==> src/rtl/mips_data_mem_responder_if.sv <==
// Harvard data-port bundle between the CPU (master) and the data RAM responder (slave).
interface mips_data_mem_responder_if;
  logic        clk_enable;
  logic [31:0] data_address;
  logic        data_read;
  logic        data_write;
  logic [31:0] data_writedata;
  logic [31:0] data_readdata;

  modport master (
    output clk_enable, data_address, data_read, data_write, data_writedata,
    input  data_readdata
  );

  modport slave (
    input  clk_enable, data_address, data_read, data_write, data_writedata,
    output data_readdata
  );
endinterface

==> src/rtl/mips_data_mem_responder.sv <==
// Word-addressed data RAM for the CPU data port: zero-fill sweep after reset, sticky error flags.
// Optional access counters enabled by defining DMEM_ACCESS_CNT_EN.
module mips_data_mem_responder #(
  parameter int unsigned ADDR_W    = 5,
  parameter logic [31:0] BASE_ADDR = 32'h1000,
  parameter int unsigned CNT_W     = 16
) (
  input  logic                     clk,
  input  logic                     reset,
  mips_data_mem_responder_if.slave bus,
  output logic                     mem_ready_o,
  output logic                     access_err_o,
  output logic [1:0]               err_code_o,
  output logic [CNT_W-1:0]         rd_count_o,
  output logic [CNT_W-1:0]         wr_count_o
);

  localparam int unsigned DEPTH = 2 ** ADDR_W;

  typedef enum logic {
    ST_CLEAR,
    ST_READY
  } state_e;

  state_e              state_q, state_d;
  logic [ADDR_W-1:0]   ptr_q, ptr_d;
  logic                access_err_q, access_err_d;
  logic [1:0]          err_code_q, err_code_d;
  logic [31:0]         mem_q [DEPTH];

  logic                ready;
  logic                hit;
  logic                aligned;
  logic                active;
  logic                rd_ok;
  logic                wr_ok;
  logic                err_any;
  logic [1:0]          err_sel;
  logic [ADDR_W-1:0]   index;

  // The window is aligned to its own size, so a hit is just a match of the upper address bits.
  assign ready   = (state_q == ST_READY);
  assign hit     = (bus.data_address[31:ADDR_W+2] == BASE_ADDR[31:ADDR_W+2]);
  assign aligned = (bus.data_address[1:0] == 2'b00);
  assign index   = bus.data_address[ADDR_W+1:2];
  assign active  = ready & bus.clk_enable & (bus.data_read | bus.data_write);
  assign rd_ok   = ready & bus.data_read & ~bus.data_write & hit & aligned;
  assign wr_ok   = ready & bus.data_write & ~bus.data_read & hit & aligned & bus.clk_enable;

  assign bus.data_readdata = rd_ok ? mem_q[index] : 32'h0;

  always_comb begin
    err_sel = 2'b00;
    if (bus.data_read && bus.data_write) begin
      err_sel = 2'b11;
    end else if (!aligned) begin
      err_sel = 2'b01;
    end else if (!hit) begin
      err_sel = 2'b10;
    end
  end

  assign err_any = active & (err_sel != 2'b00);

  always_comb begin
    state_d      = state_q;
    ptr_d        = ptr_q;
    access_err_d = access_err_q;
    err_code_d   = err_code_q;
    case (state_q)
      ST_CLEAR: begin
        if (bus.clk_enable) begin
          if (&ptr_q) begin
            state_d = ST_READY;
          end else begin
            ptr_d = ptr_q + 1'b1;
          end
        end
      end
      ST_READY: begin
        // Only the first error's code is kept; later ones just keep the flag set.
        if (err_any) begin
          access_err_d = 1'b1;
          if (!access_err_q) begin
            err_code_d = err_sel;
          end
        end
      end
      default: state_d = ST_CLEAR;
    endcase
  end

  always_ff @(posedge clk or negedge reset) begin
    if (!reset) begin
      state_q      <= ST_CLEAR;
      ptr_q        <= '0;
      access_err_q <= 1'b0;
      err_code_q   <= 2'b00;
    end else begin
      state_q      <= state_d;
      ptr_q        <= ptr_d;
      access_err_q <= access_err_d;
      err_code_q   <= err_code_d;
    end
  end

  // The array has no reset; the sweep owns the write port until READY.
  always_ff @(posedge clk) begin
    if (state_q == ST_CLEAR && bus.clk_enable) begin
      mem_q[ptr_q] <= 32'h0;
    end else if (wr_ok) begin
      mem_q[index] <= bus.data_writedata;
    end
  end

  assign mem_ready_o  = ready;
  assign access_err_o = access_err_q;
  assign err_code_o   = err_code_q;

`ifdef DMEM_ACCESS_CNT_EN
  logic [CNT_W-1:0] rd_count_q, rd_count_d;
  logic [CNT_W-1:0] wr_count_q, wr_count_d;

  assign rd_count_d = rd_count_q + CNT_W'(rd_ok & bus.clk_enable);
  assign wr_count_d = wr_count_q + CNT_W'(wr_ok);

  always_ff @(posedge clk or negedge reset) begin
    if (!reset) begin
      rd_count_q <= '0;
      wr_count_q <= '0;
    end else begin
      rd_count_q <= rd_count_d;
      wr_count_q <= wr_count_d;
    end
  end

  assign rd_count_o = rd_count_q;
  assign wr_count_o = wr_count_q;
`else
  assign rd_count_o = '0;
  assign wr_count_o = '0;
`endif

endmodule

==> src/flat_wrapper.sv <==
// flat-port wrapper written by rule: the top's interface ports become plain ports
module mips_data_mem_responder_flat 
#(
  parameter int unsigned ADDR_W    = 5,
  parameter logic [31:0] BASE_ADDR = 32'h1000,
  parameter int unsigned CNT_W     = 16
)
  (clk, reset, mem_ready_o, access_err_o, err_code_o, rd_count_o, wr_count_o, bus_clk_enable, bus_data_address, bus_data_read, bus_data_write, bus_data_writedata, bus_data_readdata);
  mips_data_mem_responder_if bus_i ();
  input  logic clk;
  input  logic reset;
  output logic mem_ready_o;
  output logic access_err_o;
  output logic [1:0] err_code_o;
  output logic [CNT_W-1:0] rd_count_o;
  output logic [CNT_W-1:0] wr_count_o;
  input wire logic [$bits(bus_i.clk_enable)-1:0] bus_clk_enable;
  input wire logic [$bits(bus_i.data_address)-1:0] bus_data_address;
  input wire logic [$bits(bus_i.data_read)-1:0] bus_data_read;
  input wire logic [$bits(bus_i.data_write)-1:0] bus_data_write;
  input wire logic [$bits(bus_i.data_writedata)-1:0] bus_data_writedata;
  output wire logic [$bits(bus_i.data_readdata)-1:0] bus_data_readdata;
  assign bus_i.clk_enable = bus_clk_enable;
  assign bus_i.data_address = bus_data_address;
  assign bus_i.data_read = bus_data_read;
  assign bus_i.data_write = bus_data_write;
  assign bus_i.data_writedata = bus_data_writedata;
  assign bus_data_readdata = bus_i.data_readdata;
  mips_data_mem_responder #(.ADDR_W(ADDR_W), .BASE_ADDR(BASE_ADDR), .CNT_W(CNT_W)) u_core (.clk(clk), .reset(reset), .bus(bus_i), .mem_ready_o(mem_ready_o), .access_err_o(access_err_o), .err_code_o(err_code_o), .rd_count_o(rd_count_o), .wr_count_o(wr_count_o));
endmodule
==> config.mk <==
export PLATFORM = sky130hd
export DESIGN_NAME = mips_data_mem_responder_flat
export DESIGN_NICKNAME = d
export VERILOG_FILES = /design/src/rtl/mips_data_mem_responder_if.sv /design/src/rtl/mips_data_mem_responder.sv /design/src/flat_wrapper.sv
export SDC_FILE = /design/constraint.sdc
export NUM_CORES = 1
export LEC_CHECK = 0
export CAP_MARGIN = 30
export CORE_AREA = 2 2 301 303
export CTS_BUF_LIST = sky130_fd_sc_hd__clkbuf_2
export DETAILED_ROUTE_END_ITERATION = 6
export DIE_AREA = 0 0 303 305
export PLACE_DENSITY = 0.63
export SETUP_SLACK_MARGIN = 0.4
export SYNTH_ARGS = -nofsm -noshare
export SYNTH_HDL_FRONTEND = slang
export SYNTH_SLANG_ARGS = --single-unit
==> constraint.sdc <==
create_clock -name clk -period 4.4 [get_ports clk]
set_input_delay 0.88 -clock clk [delete_from_list [all_inputs] [get_ports clk]]
set_output_delay 0.88 -clock clk [all_outputs]
set_load 0.02 [all_outputs]
# Word level (Yosys, flattened, before mapping)
# Memory sizes are Yosys's and may differ from the RTL's.
# Cells that the tools add are included.
# totals
mem_bits_rw	1024
word_cells	49
regBits	9
in_bits	69
romBits	0
n_memories	1
latch_bits	0
output_inout_bits	68
# mem_list
name	depth	width	rd	rd_clocked_by_memory_dff	wr	line	source
u_core.mem_q	32	32	1	0	1	mips_data_mem_responder.sv:29	logic [31:0] mem_q [DEPTH];
# classes
bitwise_logic	18
shifts	0
div	0
addsub	1
n_eq_ne	1
n_reduce_logical	9
magnitude_cmp	0
mux	15
mul	0
# op_table
cell	count
32-bit two-way mux	2
32-bit OR reduction	1
25-bit by 6-bit == test with 1-bit output (second input constant)	1
1-bit bitwise AND	12
1-bit two-way mux	9
2-bit two-way mux	3
3-bit AND reduction	2
5-bit by 1-bit adder with 5-bit output (second input constant)	1
5-bit two-way mux	1
1-bit inverter	5
5-bit AND reduction	1
1-bit logical AND	2
2-bit logical NOT	1
2-bit AND reduction	1
2-bit nonzero test	1
1-bit bitwise OR	1

# Depth between registers and ports, before layout
# Gate-level depths: netlist of the first run.
# depth
word_depth	10
depth_mapped	7
depth_no_buf	6

# Worst setup path after synthesis of the first run
# OpenSTA, ideal clock, no wires.
# synth_path
kind	input to register
start	in bus_data_address[10]
end	mem u_core.mem_q[19][0] (enable)
t_required_ns	3.979
path_buffers	0
slack_ns	0.216
setup_ns	0.421
stages	5
arrival_time_ns	3.762
cell_sequence	nor4_1 nand4_1 nor4_4 mux2_2 nor2_1
# synth_via
elab_chain_len	9
word_cells_on_any_way	10
cone_classes	eq/ne (1); mux (5); bitwise (3); reduce/logical (1)
# synth_rtl
item	line	source
start: declaration	flat_wrapper.sv:18	input wire logic [$bits(bus_i.data_address)-1:0] bus_data_address;
25-bit by 6-bit == test with 1-bit output *	mips_data_mem_responder.sv:43	assign hit = (bus.data_address[31:ADDR_W+2] == BASE_ADDR[31:ADDR_W+2]);
1-bit bitwise AND * (3 in a row)	mips_data_mem_responder.sv:48	assign wr_ok = ready & bus.data_write & ~bus.data_read & hit & aligned & bus.clk_enable;
1-bit two-way mux *	mips_data_mem_responder.sv:111	end else if (wr_ok) begin
1-bit two-way mux *	mips_data_mem_responder.sv:109	if (state_q == ST_CLEAR && bus.clk_enable) begin
1-bit two-way mux (not written as such) *	mips_data_mem_responder.sv:112	mem_q[index] <= bus.data_writedata;
32-bit OR reduction (no source line)	n/a	
5-bit two-way mux (no source line) or 1-bit two-way mux (tied branches)	n/a	
end: declaration	mips_data_mem_responder.sv:29	
# Mark *: on every way between the ends. The rest lies on a longest branch, timed or not.

# Worst setup path after layout of the first run
# layout_path
start	mem u_core.mem_q[2][29]
end	out bus_data_readdata[29]
# layout_via
elab_chain_len	2
# layout_rtl
item	line	source
memory read 32 x 32 bit	n/a	
32-bit two-way mux	mips_data_mem_responder.sv:50	assign bus.data_readdata = rd_ok ? mem_q[index] : 32'h0;
end: declaration	flat_wrapper.sv:22	output wire logic [$bits(bus_i.data_readdata)-1:0] bus_data_readdata;
# No other way between the ends.

==> results of run 1 <==
stage by stage:
stage / cell area [sq um] / setup slack [ps]
global placement: 44150 / 55.00
floorplan: 39850 / 216.4
global route: 47050 / 236.3
detailed placement: 44170 / 23.60
finish: 47050 / 407.0
CTS: 46940 / 229.5
synthesized netlist by cell type (2+ instances only):
cell                       instances  area, sq um
sky130_fd_sc_hd__xnor2_1           2        17.52
sky130_fd_sc_hd__mux2_2            3        33.78
sky130_fd_sc_hd__edfxtp_1       1024        30750
sky130_fd_sc_hd__a22oi_1         128        960.9
sky130_fd_sc_hd__buf_4            33        247.7
sky130_fd_sc_hd__a31oi_1           8        50.05
sky130_fd_sc_hd__nor3_1            4        20.02
sky130_fd_sc_hd__mux4_2          256         5766
sky130_fd_sc_hd__buf_1            16        60.06
sky130_fd_sc_hd__a21oi_1           2        10.01
sky130_fd_sc_hd__o21ai_0           2        10.01
sky130_fd_sc_hd__nor4_1            3        18.77
sky130_fd_sc_hd__nand2_1          73        274.0
sky130_fd_sc_hd__nand2b_1          3        18.77
sky130_fd_sc_hd__buf_2            24        120.1
sky130_fd_sc_hd__mux2i_1           3        30.03
sky130_fd_sc_hd__nand4_1           4        25.02
sky130_fd_sc_hd__nor2_1           45        168.9
sky130_fd_sc_hd__a22o_1           33        289.0
sky130_fd_sc_hd__ha_1              2        25.02
sky130_fd_sc_hd__nor4_2            3        37.54
sky130_fd_sc_hd__dfrtp_1           9        225.2
sky130_fd_sc_hd__and2_1           33        206.5
sky130_fd_sc_hd__nor2b_1           6        37.54
sky130_fd_sc_hd__clkbuf_1         56        210.2
cells in the final DEF (no fill, tap or decap), types with 10 or more instances in the layout:
cell,netlist,layout
sky130_fd_sc_hd__clkinv_2,0,10
sky130_fd_sc_hd__and2_1,33,32
sky130_fd_sc_hd__nand2_2,0,36
sky130_fd_sc_hd__buf_6,0,28
sky130_fd_sc_hd__a22oi_1,128,32
sky130_fd_sc_hd__buf_4,33,121
sky130_fd_sc_hd__a22o_1,33,27
sky130_fd_sc_hd__clkbuf_2,0,339
sky130_fd_sc_hd__a22oi_2,0,96
sky130_fd_sc_hd__conb_1,1,32
sky130_fd_sc_hd__nand2_1,73,37
sky130_fd_sc_hd__edfxtp_1,1024,1024
sky130_fd_sc_hd__clkinv_1,0,61
sky130_fd_sc_hd__buf_12,0,63
sky130_fd_sc_hd__nor2_1,45,12
sky130_fd_sc_hd__clkdlybuf4s50_1,0,70
sky130_fd_sc_hd__mux4_2,256,256
sky130_fd_sc_hd__nor2_4,0,33
state kept, by name, summed over array words and instances, names as in the netlist:
register / count
u_core.ptr_q: 5
u_core.mem_q: 1024
u_core.err_code_o: 2
u_core.mem_ready_o: 1
u_core.access_err_o: 1
power groups by stage:
| stage | sequential (mW) | clock [mW] | combinational [mW] |
|---|---|---|---|
| after floorplan | 11.5 | 0 | 0.902 |
| after global placement | 11.5 | 0 | 1.85 |
| after detailed placement | 11.5 | 0 | 1.88 |
| after CTS | 11.3 | 6.16 | 1.95 |
| after global routing | 11.3 | 6.62 | 2.04 |
| final | 11.3 | 5.97 | 1.94 |
kinds of logic (layout without fill, tap and decap cells):
kind of cell | after synthesis | after routing | synth area share
DFF | 1033 | 1033 | 0.7796
adders and majority gates | 2 | 2 | 0.0006297
muxes | 262 | 262 | 0.1467
and+or+nand+nor | 182 | 182 | 0.02236
other | 1 | 34 | 0.00009438
buffers and inverters | 130 | 715 | 0.01615
xor gates and xnor gates | 3 | 3 | 0.0006614
AOI/OAI and AO/OA | 176 | 176 | 0.03382
final cells by class:
| type | count | area (sq um) |
|---|---|---|
| Multi-Input combinational cell | 657 | 9165 |
| Clock inverter | 85 | 478.0 |
| Antenna cell | 2 | 5.005 |
| Fill cell | 6984 | 42270 |
| Sequential cell | 1033 | 30980 |
| Timing Repair Buffer | 290 | 3256 |
| Inverter | 1 | 3.754 |
| Clock buffer | 339 | 1697 |
| Tap cell | 1176 | 1471 |
worst min path at each step:
stage	from	end	slack, ps	cells after the start
2_1_floorplan	u_core.ptr_q[3]	u_core.ptr_q[3]	470	1
3_3_place_gp	u_core.err_code_o[0]	u_core.err_code_o[0]	490	1
3_5_place_dp	u_core.err_code_o[0]	u_core.err_code_o[0]	490	1
4_1_cts	bus_data_write	u_core.err_code_o[1]	0.2	3
5_1_grt	bus_data_write	u_core.err_code_o[1]	90	3
6_report	bus_clk_enable	u_core.mem_ready_o	210	2
repair_timing:
item / in CTS / in global routing
hold buffers: 2 / 0
setup endpoints to repair: 32 / 32
resized for setup: 284 / 23
hold endpoints to repair: 10 / 0
buffers inserted: 1 / 1
pin swaps: 123 / 27
routing by layer:
layer / vias up / GRT usage / part of all wire
met2: 905 / 0.3483 / 0.50
met5: - / 0 / 0
met3: 154 / 0.04135 / 0.069
met4: 0 / 0.07721 / 0.026
li1: 8582 / - / -
met1: 10750 / 0.2972 / 0.40
==> report_table.html, run 1 <==
<table>
<tr><th>Metric</th><th>Value</th></tr>
<tr><th colspan="2">Drt</th></tr>
<tr><td>Remaining number of nets flagged by the antenna check after routing</td><td>0</td></tr>
<tr><td>Violation count after the first detailed-routing iteration</td><td>between 2000 and 2500</td></tr>
<tr><td>Number of design rule violations left after detail routing</td><td>8</td></tr>
<tr><td>Number of iterations in the first detailed-routing pass</td><td>7</td></tr>
<tr><td>Number of vias per cell</td><td>roughly 5.7</td></tr>
<tr><td>Vias post-DR</td><td>20390</td></tr>
<tr><td>Post-detailed-routing wire length</td><td>between 90000 and 100000 um</td></tr>
<tr><td>Routed wire length per instance</td><td>between 20 and 30 um</td></tr>
<tr><th colspan="2">STA</th></tr>
<tr><td>Final min period</td><td>roughly 4000 ps</td></tr>
<tr><td>Sum Neg Setup Slack</td><td>0 ps</td></tr>
<tr><td>Worst max-slew margin expressed relative to the limit</td><td>0.3316</td></tr>
<tr><td>Min Hold Slack</td><td>roughly 210 ps</td></tr>
<tr><td>Number of setup violations in the final report</td><td>0</td></tr>
<tr><td>Total count of max-transition violations in the final report</td><td>0</td></tr>
<tr><td>Upper clock frequency limit</td><td>approximately 250 MHz</td></tr>
<tr><td>Tcrit/Tclk final</td><td>0.9075</td></tr>
<tr><td>Fin Clk Skew</td><td>around 110 ps</td></tr>
<tr><td>Pin slew with the least headroom to its limit</td><td>997.9 ps</td></tr>
<tr><td>Final Hold Vio Count</td><td>0</td></tr>
<tr><td>Unrepaired setup endpoints after global routing</td><td>true</td></tr>
<tr><th colspan="2">Floorplanning</th></tr>
<tr><td>Core Rows</td><td>110</td></tr>
<tr><td>Starting density of the core</td><td>0.4448</td></tr>
<tr><td>Die Width</td><td>303 um</td></tr>
<tr><td>Area of the core</td><td>slightly below 90000 sq um</td></tr>
<tr><td>Total Die Area</td><td>92420 sq um</td></tr>
<tr><td>Y dimension of the die</td><td>roughly 310 um</td></tr>
<tr><td>I/O Pins</td><td>around 140</td></tr>
<tr><th colspan="2">Placed design</th></tr>
<tr><td>Quantity of I/O buffers inserted on ports</td><td>104</td></tr>
<tr><td>Routability cong.</td><td>0.7987</td></tr>
<tr><td>Placed insts</td><td>between 3000 and 4000</td></tr>
<tr><td>HPWL reported at the end of detailed placement</td><td>roughly 58000 um</td></tr>
<tr><th colspan="2">Synthesis</th></tr>
<tr><td>Number of enable flip-flop cells after synthesis</td><td>a little over 1000</td></tr>
<tr><td>Post-synth top flop</td><td>sky130_fd_sc_hd__edfxtp_1</td></tr>
<tr><td>Post-synth cell types</td><td>39</td></tr>
<tr><td>Synthesized area per cell</td><td>22.21 sq um</td></tr>
<tr><td>Async set-reset flop share out of synthesis</td><td>0.008712</td></tr>
<tr><td>Sequential-to-total area share from yosys stat</td><td>0.7796</td></tr>
<tr><td>Post-synth design cell area</td><td>about 40000 sq um</td></tr>
<tr><td>Number of instances in the synthesized netlist</td><td>around 1800</td></tr>
<tr><td>Yosys synthesis warning count</td><td>0</td></tr>
<tr><td>Synthesis-stage register bit count</td><td>slightly above 1000</td></tr>
<tr><th colspan="2">Setup path</th></tr>
<tr><td>Worst setup SP type</td><td>register</td></tr>
<tr><td>Crit. path cell count</td><td>5</td></tr>
<tr><td>Worst flop-to-flop path startpoint</td><td>u_core.mem_ready_o</td></tr>
<tr><td>R2R cell count</td><td>6</td></tr>
<tr><td>Kind of cell adding the most delay to the critical path</td><td>multiplexers</td></tr>
<tr><td>Data required time of the critical path</td><td>about 3500 ps</td></tr>
<tr><td>Maximum fanout count along the critical path</td><td>1</td></tr>
<tr><td>Category of the critical setup timing path</td><td>reg2out</td></tr>
<tr><td>CP max stage delay</td><td>between 400 and 500 ps</td></tr>
<tr><td>Type of element capturing the critical path</td><td>output port</td></tr>
<tr><td>Endpoint of the lowest-slack register-to-register path</td><td>u_core.mem_q[3][12]</td></tr>
<tr><td>Worst setup path startpoint</td><td>u_core.mem_q[2][29]</td></tr>
<tr><td>Worst setup path endpoint</td><td>bus_data_readdata[29]</td></tr>
<tr><td>Buffering stage count on the worst path with inverters included</td><td>1</td></tr>
<tr><td>Worst path cell trace</td><td>mux4_2, a22oi_2, nand2_2, a22o_1, buf_2</td></tr>
<tr><td>WP data arrival</td><td>3110 ps</td></tr>
<tr><td>Master of the slowest instance on the critical path</td><td>sky130_fd_sc_hd__mux4_2</td></tr>
<tr><td>FF-to-FF setup slack</td><td>roughly 1900 ps</td></tr>
<tr><th colspan="2">Global routing</th></tr>
<tr><td>GRT Residual Overflow</td><td>0</td></tr>
<tr><td>Pin count of the biggest net entering global routing</td><td>39</td></tr>
<tr><td>First-pass GRT wire length</td><td>between 100000 and 150000 um</td></tr>
<tr><td>Initial antenna violation count</td><td>2</td></tr>
<tr><td>GRT Util Overall</td><td>0.2167</td></tr>
<tr><td>Vias in the first global route</td><td>21370</td></tr>
<tr><th colspan="2">Status</th></tr>
<tr><td>Outcome</td><td>finished with violations</td></tr>
<tr><td>Violations in the final reports</td><td>DRC</td></tr>
<tr><th colspan="2">Pwr</th></tr>
<tr><td>Switching power total</td><td>4.974 mW</td></tr>
<tr><td>Leakage power of the design</td><td>approximately 16 nW</td></tr>
<tr><td>Largest vdd supply drop</td><td>0.2348 mV</td></tr>
<tr><td>Power per Cell Area</td><td>407.7 nW/um^2</td></tr>
<tr><td>Seq pwr share</td><td>0.588</td></tr>
<tr><td>Cell-internal power</td><td>~14 mW</td></tr>
<tr><td>Switching power as a share of total power</td><td>0.2593</td></tr>
<tr><td>Overall power of the completed layout</td><td>roughly 19 mW</td></tr>
<tr><td>Part of the total power dissipated in the clock network</td><td>0.311</td></tr>
<tr><td>Logic gate share of total power</td><td>0.101</td></tr>
<tr><th colspan="2">Clock network</th></tr>
<tr><td>TritonCTS Sinks</td><td>around 1000</td></tr>
<tr><td>Clock root buffer master</td><td>sky130_fd_sc_hd__clkbuf_2</td></tr>
<tr><td>H-tree Lvls</td><td>4</td></tr>
<tr><td>Clock latency of the later-clocked register in the worst-skew pair</td><td>roughly 1500 ps</td></tr>
<tr><td>TritonCTS clock tree</td><td>yes</td></tr>
<tr><td>Bufs on Longest Clock Path</td><td>3</td></tr>
<tr><td>CTS buffer count</td><td>approximately 240</td></tr>
<tr><td>Clock transition at the registers of the reported paths</td><td>110 ps</td></tr>
<tr><th colspan="2">Layout</th></tr>
<tr><td>Final layout net count</td><td>~2300</td></tr>
<tr><td>Final core occ</td><td>0.5268</td></tr>
<tr><td>Fraction of final layout cells sized beyond drive strength 1</td><td>0.4266</td></tr>
<tr><td>Number of cells in the finished layout apart from fillers</td><td>approximately 3600</td></tr>
<tr><td>Layout-stage area growth over the synthesis result</td><td>18.42%</td></tr>
<tr><th colspan="2">Job</th></tr>
<tr><td>Number of max-capacitance violations reported</td><td>0</td></tr>
<tr><th colspan="2">Min path</th></tr>
<tr><td>Class of the tightest hold or removal check</td><td>in2reg</td></tr>
</table>
Note: power is estimated with default switching activity, not from simulation.
==> run 2, diff against run 1 <==
--- a/config.mk
+++ b/config.mk
@@ -12,6 +12,7 @@
 export DIE_AREA = 0 0 303 305
 export PLACE_DENSITY = 0.63
 export SETUP_SLACK_MARGIN = 0.4
+export SLEW_MARGIN = 20
 export SYNTH_ARGS = -nofsm -noshare
 export SYNTH_HDL_FRONTEND = slang
 export SYNTH_SLANG_ARGS = --single-unit
==> report_table.html, run 2 (synthesized netlist as in run 1, its figures left out) <==
<table>
<tr><th>Metric</th><th>Value</th></tr>
<tr><th colspan="2">Status</th></tr>
<tr><td>Outcome</td><td>finished with violations</td></tr>
<tr><td>Violations in the final reports</td><td>DRC</td></tr>
<tr><th colspan="2">Layout</th></tr>
<tr><td>Most used cells in the layout excluding fill and tap cells</td><td>sky130_fd_sc_hd__edfxtp_1, sky130_fd_sc_hd__clkbuf_2, sky130_fd_sc_hd__mux4_2</td></tr>
<tr><td>Layout-stage area growth over the synthesis result</td><td>18.50% (about the same)</td></tr>
<tr><td>Most common cell after layout, fill and taps aside</td><td>sky130_fd_sc_hd__edfxtp_1</td></tr>
<tr><td>Largest register FFs</td><td>1024 (unchanged)</td></tr>
<tr><td>Final Cell Area</td><td>47090 sq um (about the same)</td></tr>
<tr><td>Fraction of final layout cells sized beyond drive strength 1</td><td>0.4238 (-0.002819)</td></tr>
<tr><td>Register containing the most flip-flops in the final layout</td><td>u_core.mem_q</td></tr>
<tr><td>Final layout net count</td><td>2302 (+0.52%)</td></tr>
<tr><th colspan="2">STA</th></tr>
<tr><td>Worst max-slew margin expressed relative to the limit</td><td>0.3352 (+0.003562)</td></tr>
<tr><td>Total count of max-transition violations in the final report</td><td>0 (unchanged)</td></tr>
<tr><td>Fin Clk Skew</td><td>116.2 ps (+10.30 ps)</td></tr>
<tr><td>Final min period</td><td>4011 ps (+18.45 ps)</td></tr>
<tr><td>Tcrit/Tclk final</td><td>0.9117 (+0.004193)</td></tr>
<tr><td>Pin slew with the least headroom to its limit</td><td>992.6 ps (-5.318 ps)</td></tr>
<tr><td>Final Hold Vio Count</td><td>0 (unchanged)</td></tr>
<tr><td>Sum Neg Setup Slack</td><td>0 ps (unchanged)</td></tr>
<tr><td>Upper clock frequency limit</td><td>249.3 MHz (-0.46%)</td></tr>
<tr><td>Number of setup violations in the final report</td><td>0 (unchanged)</td></tr>
<tr><td>Unrepaired setup endpoints after global routing</td><td>true</td></tr>
<tr><th colspan="2">Clock network</th></tr>
<tr><td>Clock latency of the later-clocked register in the worst-skew pair</td><td>1530 ps (+30 ps)</td></tr>
<tr><td>TritonCTS clock tree</td><td>yes</td></tr>
<tr><td>CTS buffer count</td><td>237 (+0.42%)</td></tr>
<tr><td>TritonCTS Sinks</td><td>1033 (unchanged)</td></tr>
<tr><td>Clock transition at the registers of the reported paths</td><td>110 ps (about the same)</td></tr>
<tr><td>H-tree Lvls</td><td>4 (unchanged)</td></tr>
<tr><td>Bufs on Longest Clock Path</td><td>3 (unchanged)</td></tr>
<tr><td>Clock root buffer master</td><td>sky130_fd_sc_hd__clkbuf_2</td></tr>
<tr><th colspan="2">Pwr</th></tr>
<tr><td>Overall power of the completed layout</td><td>19.16 mW (-0.14%)</td></tr>
<tr><td>Power per Cell Area</td><td>406.9 nW/um^2 (-0.21%)</td></tr>
<tr><td>Leakage power of the design</td><td>16.31 nW (+0.39%)</td></tr>
<tr><td>Largest vdd supply drop</td><td>0.2483 mV (+5.8%)</td></tr>
<tr><th colspan="2">Setup path</th></tr>
<tr><td>Type of element capturing the critical path</td><td>output port</td></tr>
<tr><td>WP data arrival</td><td>3130 ps (+20 ps)</td></tr>
<tr><td>Category of the critical setup timing path</td><td>reg2out</td></tr>
<tr><td>Buffering stage count on the worst path with inverters included</td><td>1 (unchanged)</td></tr>
<tr><td>CP max stage delay</td><td>480 ps (about the same)</td></tr>
<tr><td>Kind of cell adding the most delay to the critical path</td><td>compound AO/OA/AOI/OAI gates</td></tr>
<tr><td>Data required time of the critical path</td><td>3520 ps (about the same)</td></tr>
<tr><td>Worst setup SP type</td><td>register</td></tr>
<tr><td>FF-to-FF setup slack</td><td>1860 ps (-80 ps)</td></tr>
<tr><td>R2R cell count</td><td>7 (+1)</td></tr>
<tr><td>Worst path cell trace</td><td>mux4_2, a22oi_2, nand2_1, a22o_4, buf_6</td></tr>
<tr><td>Endpoint of the lowest-slack register-to-register path</td><td>u_core.mem_q[3][12]</td></tr>
<tr><td>Master of the slowest instance on the critical path</td><td>sky130_fd_sc_hd__mux4_2</td></tr>
<tr><td>Maximum fanout count along the critical path</td><td>1 (unchanged)</td></tr>
<tr><td>Worst flop-to-flop path startpoint</td><td>u_core.mem_ready_o</td></tr>
<tr><th colspan="2">Min path</th></tr>
<tr><td>Hold-critical path depth</td><td>4 (+2)</td></tr>
<tr><td>Hold_sp</td><td>bus_data_address[0]</td></tr>
<tr><td>Terminating pin of the worst hold path</td><td>u_core.err_code_o[0]</td></tr>
<tr><td>Class of the tightest hold or removal check</td><td>in2reg</td></tr>
<tr><th colspan="2">Floorplanning</th></tr>
<tr><td>Area of the core</td><td>89320 sq um (unchanged)</td></tr>
<tr><td>I/O Pins</td><td>137 (unchanged)</td></tr>
<tr><td>Starting density of the core</td><td>0.4448 (unchanged)</td></tr>
<tr><td>Y dimension of the die</td><td>305 um (unchanged)</td></tr>
<tr><td>Die Width</td><td>303 um (unchanged)</td></tr>
<tr><td>Total Die Area</td><td>92420 sq um (unchanged)</td></tr>
<tr><td>Core Rows</td><td>110 (unchanged)</td></tr>
<tr><th colspan="2">Job</th></tr>
<tr><td>Number of max-capacitance violations reported</td><td>0 (unchanged)</td></tr>
<tr><th colspan="2">Global routing</th></tr>
<tr><td>GRT Util Overall</td><td>0.2172 (+0.0004904)</td></tr>
<tr><td>First-pass GRT wire length</td><td>143300 um (+0.11%)</td></tr>
<tr><td>Pin count of the biggest net entering global routing</td><td>39 (unchanged)</td></tr>
<tr><td>Initial antenna violation count</td><td>3 (+1)</td></tr>
<tr><td>Vias in the first global route</td><td>21390 (+0.056%)</td></tr>
<tr><td>GRT Residual Overflow</td><td>0 (unchanged)</td></tr>
<tr><th colspan="2">Drt</th></tr>
<tr><td>Number of iterations in the first detailed-routing pass</td><td>7 (unchanged)</td></tr>
<tr><td>Post-detailed-routing wire length</td><td>98290 um (+0.43%)</td></tr>
<tr><td>Violation count after the first detailed-routing iteration</td><td>2063 (-1.6%)</td></tr>
<tr><td>Remaining number of nets flagged by the antenna check after routing</td><td>0 (unchanged)</td></tr>
<tr><td>Routed wire length per instance</td><td>27.30 um (about the same)</td></tr>
<tr><td>Number of vias per cell</td><td>5.674 (-0.30%)</td></tr>
<tr><td>Vias post-DR</td><td>20430 (+0.18%)</td></tr>
<tr><td>Number of design rule violations left after detail routing</td><td>9 (+1)</td></tr>
<tr><th colspan="2">Placed design</th></tr>
<tr><td>Placed Instance Area</td><td>44160 sq um (about the same)</td></tr>
<tr><td>Routability cong.</td><td>0.7987 (unchanged)</td></tr>
<tr><td>HPWL reported at the end of detailed placement</td><td>57650 um (about the same)</td></tr>
<tr><td>Quantity of I/O buffers inserted on ports</td><td>104 (unchanged)</td></tr>
</table>
==> run 2: worst min-delay path, delay by kind of cell <==
family                 cells  cell delay, ps
and+or+nand+nor            2             150
AOI/OAI and AO/OA          1             140
buffers and inverters      1             480
==> run 2: worst max-delay path by stage <==
| stage | startpoint | end | slack [ps] | cells after the start |
|---|---|---|---|---|
| global placement | bus_data_address[28] | bus_data_readdata[21] | 50 | 8 |
| finish | u_core.mem_q[22][11] | bus_data_readdata[11] | 390 | 5 |
| floorplan | bus_data_address[10] | u_core.mem_q[19][0] | 220 | 5 |
| CTS | u_core.mem_q[4][30] | bus_data_readdata[30] | 160 | 5 |
| detailed placement | bus_data_address[20] | bus_data_readdata[21] | 40 | 8 |
| global route | u_core.mem_q[4][30] | bus_data_readdata[30] | 190 | 5 |
==> run 2: cell type report <==
cell class / instances / area (sq um)
diodes: 3 / 7.507
fillers: 7002 / 42240
inverters: 1 / 3.754
multi-input cells: 657 / 9121
clock inverters: 87 / 445.4
repair buffers: 301 / 3348
clock buffers: 342 / 1712
flip-flops and latches: 1033 / 30980
well taps: 1176 / 1471
==> run 2: where the power goes <==
part	leakage, nW	total [mW]	internal [mW]	switching (mW)
clock	1.64	5.94	2.29	3.65
sequential	10.2	11.3	11.1	0.132
combinational	4.46	1.95	0.745	1.20
==> run 2: through the flow <==
step	utilization	setup WS (ps)	hold slack, ps	cells
after floorplan	-	216.4	472.3	1820
after global placement	0.4942	55.00	487.3	3150
after detailed placement	0.4944	35.85	495.9	3153
after CTS	0.5256	155.5	14.45	3589
after global routing	0.5271	193.9	136.2	3600
final	0.5271	388.5	258.2	3600
==> run 2: what timing repair did <==
action	in CTS	in global routing
pin swaps	116	22
hold buffers	4	0
hold endpoints to repair	11	0
gates resized for setup	287	14
endpoints found under the setup margin	32	32
buffers inserted	3	7
==> run 2: per-layer routing <==
metal | share of wire | track usage
met5 | 0 | 0
met4 | 0.022 | 0.07229
met3 | 0.064 | 0.03899
met2 | 0.51 | 0.3550
met1 | 0.40 | 0.2963
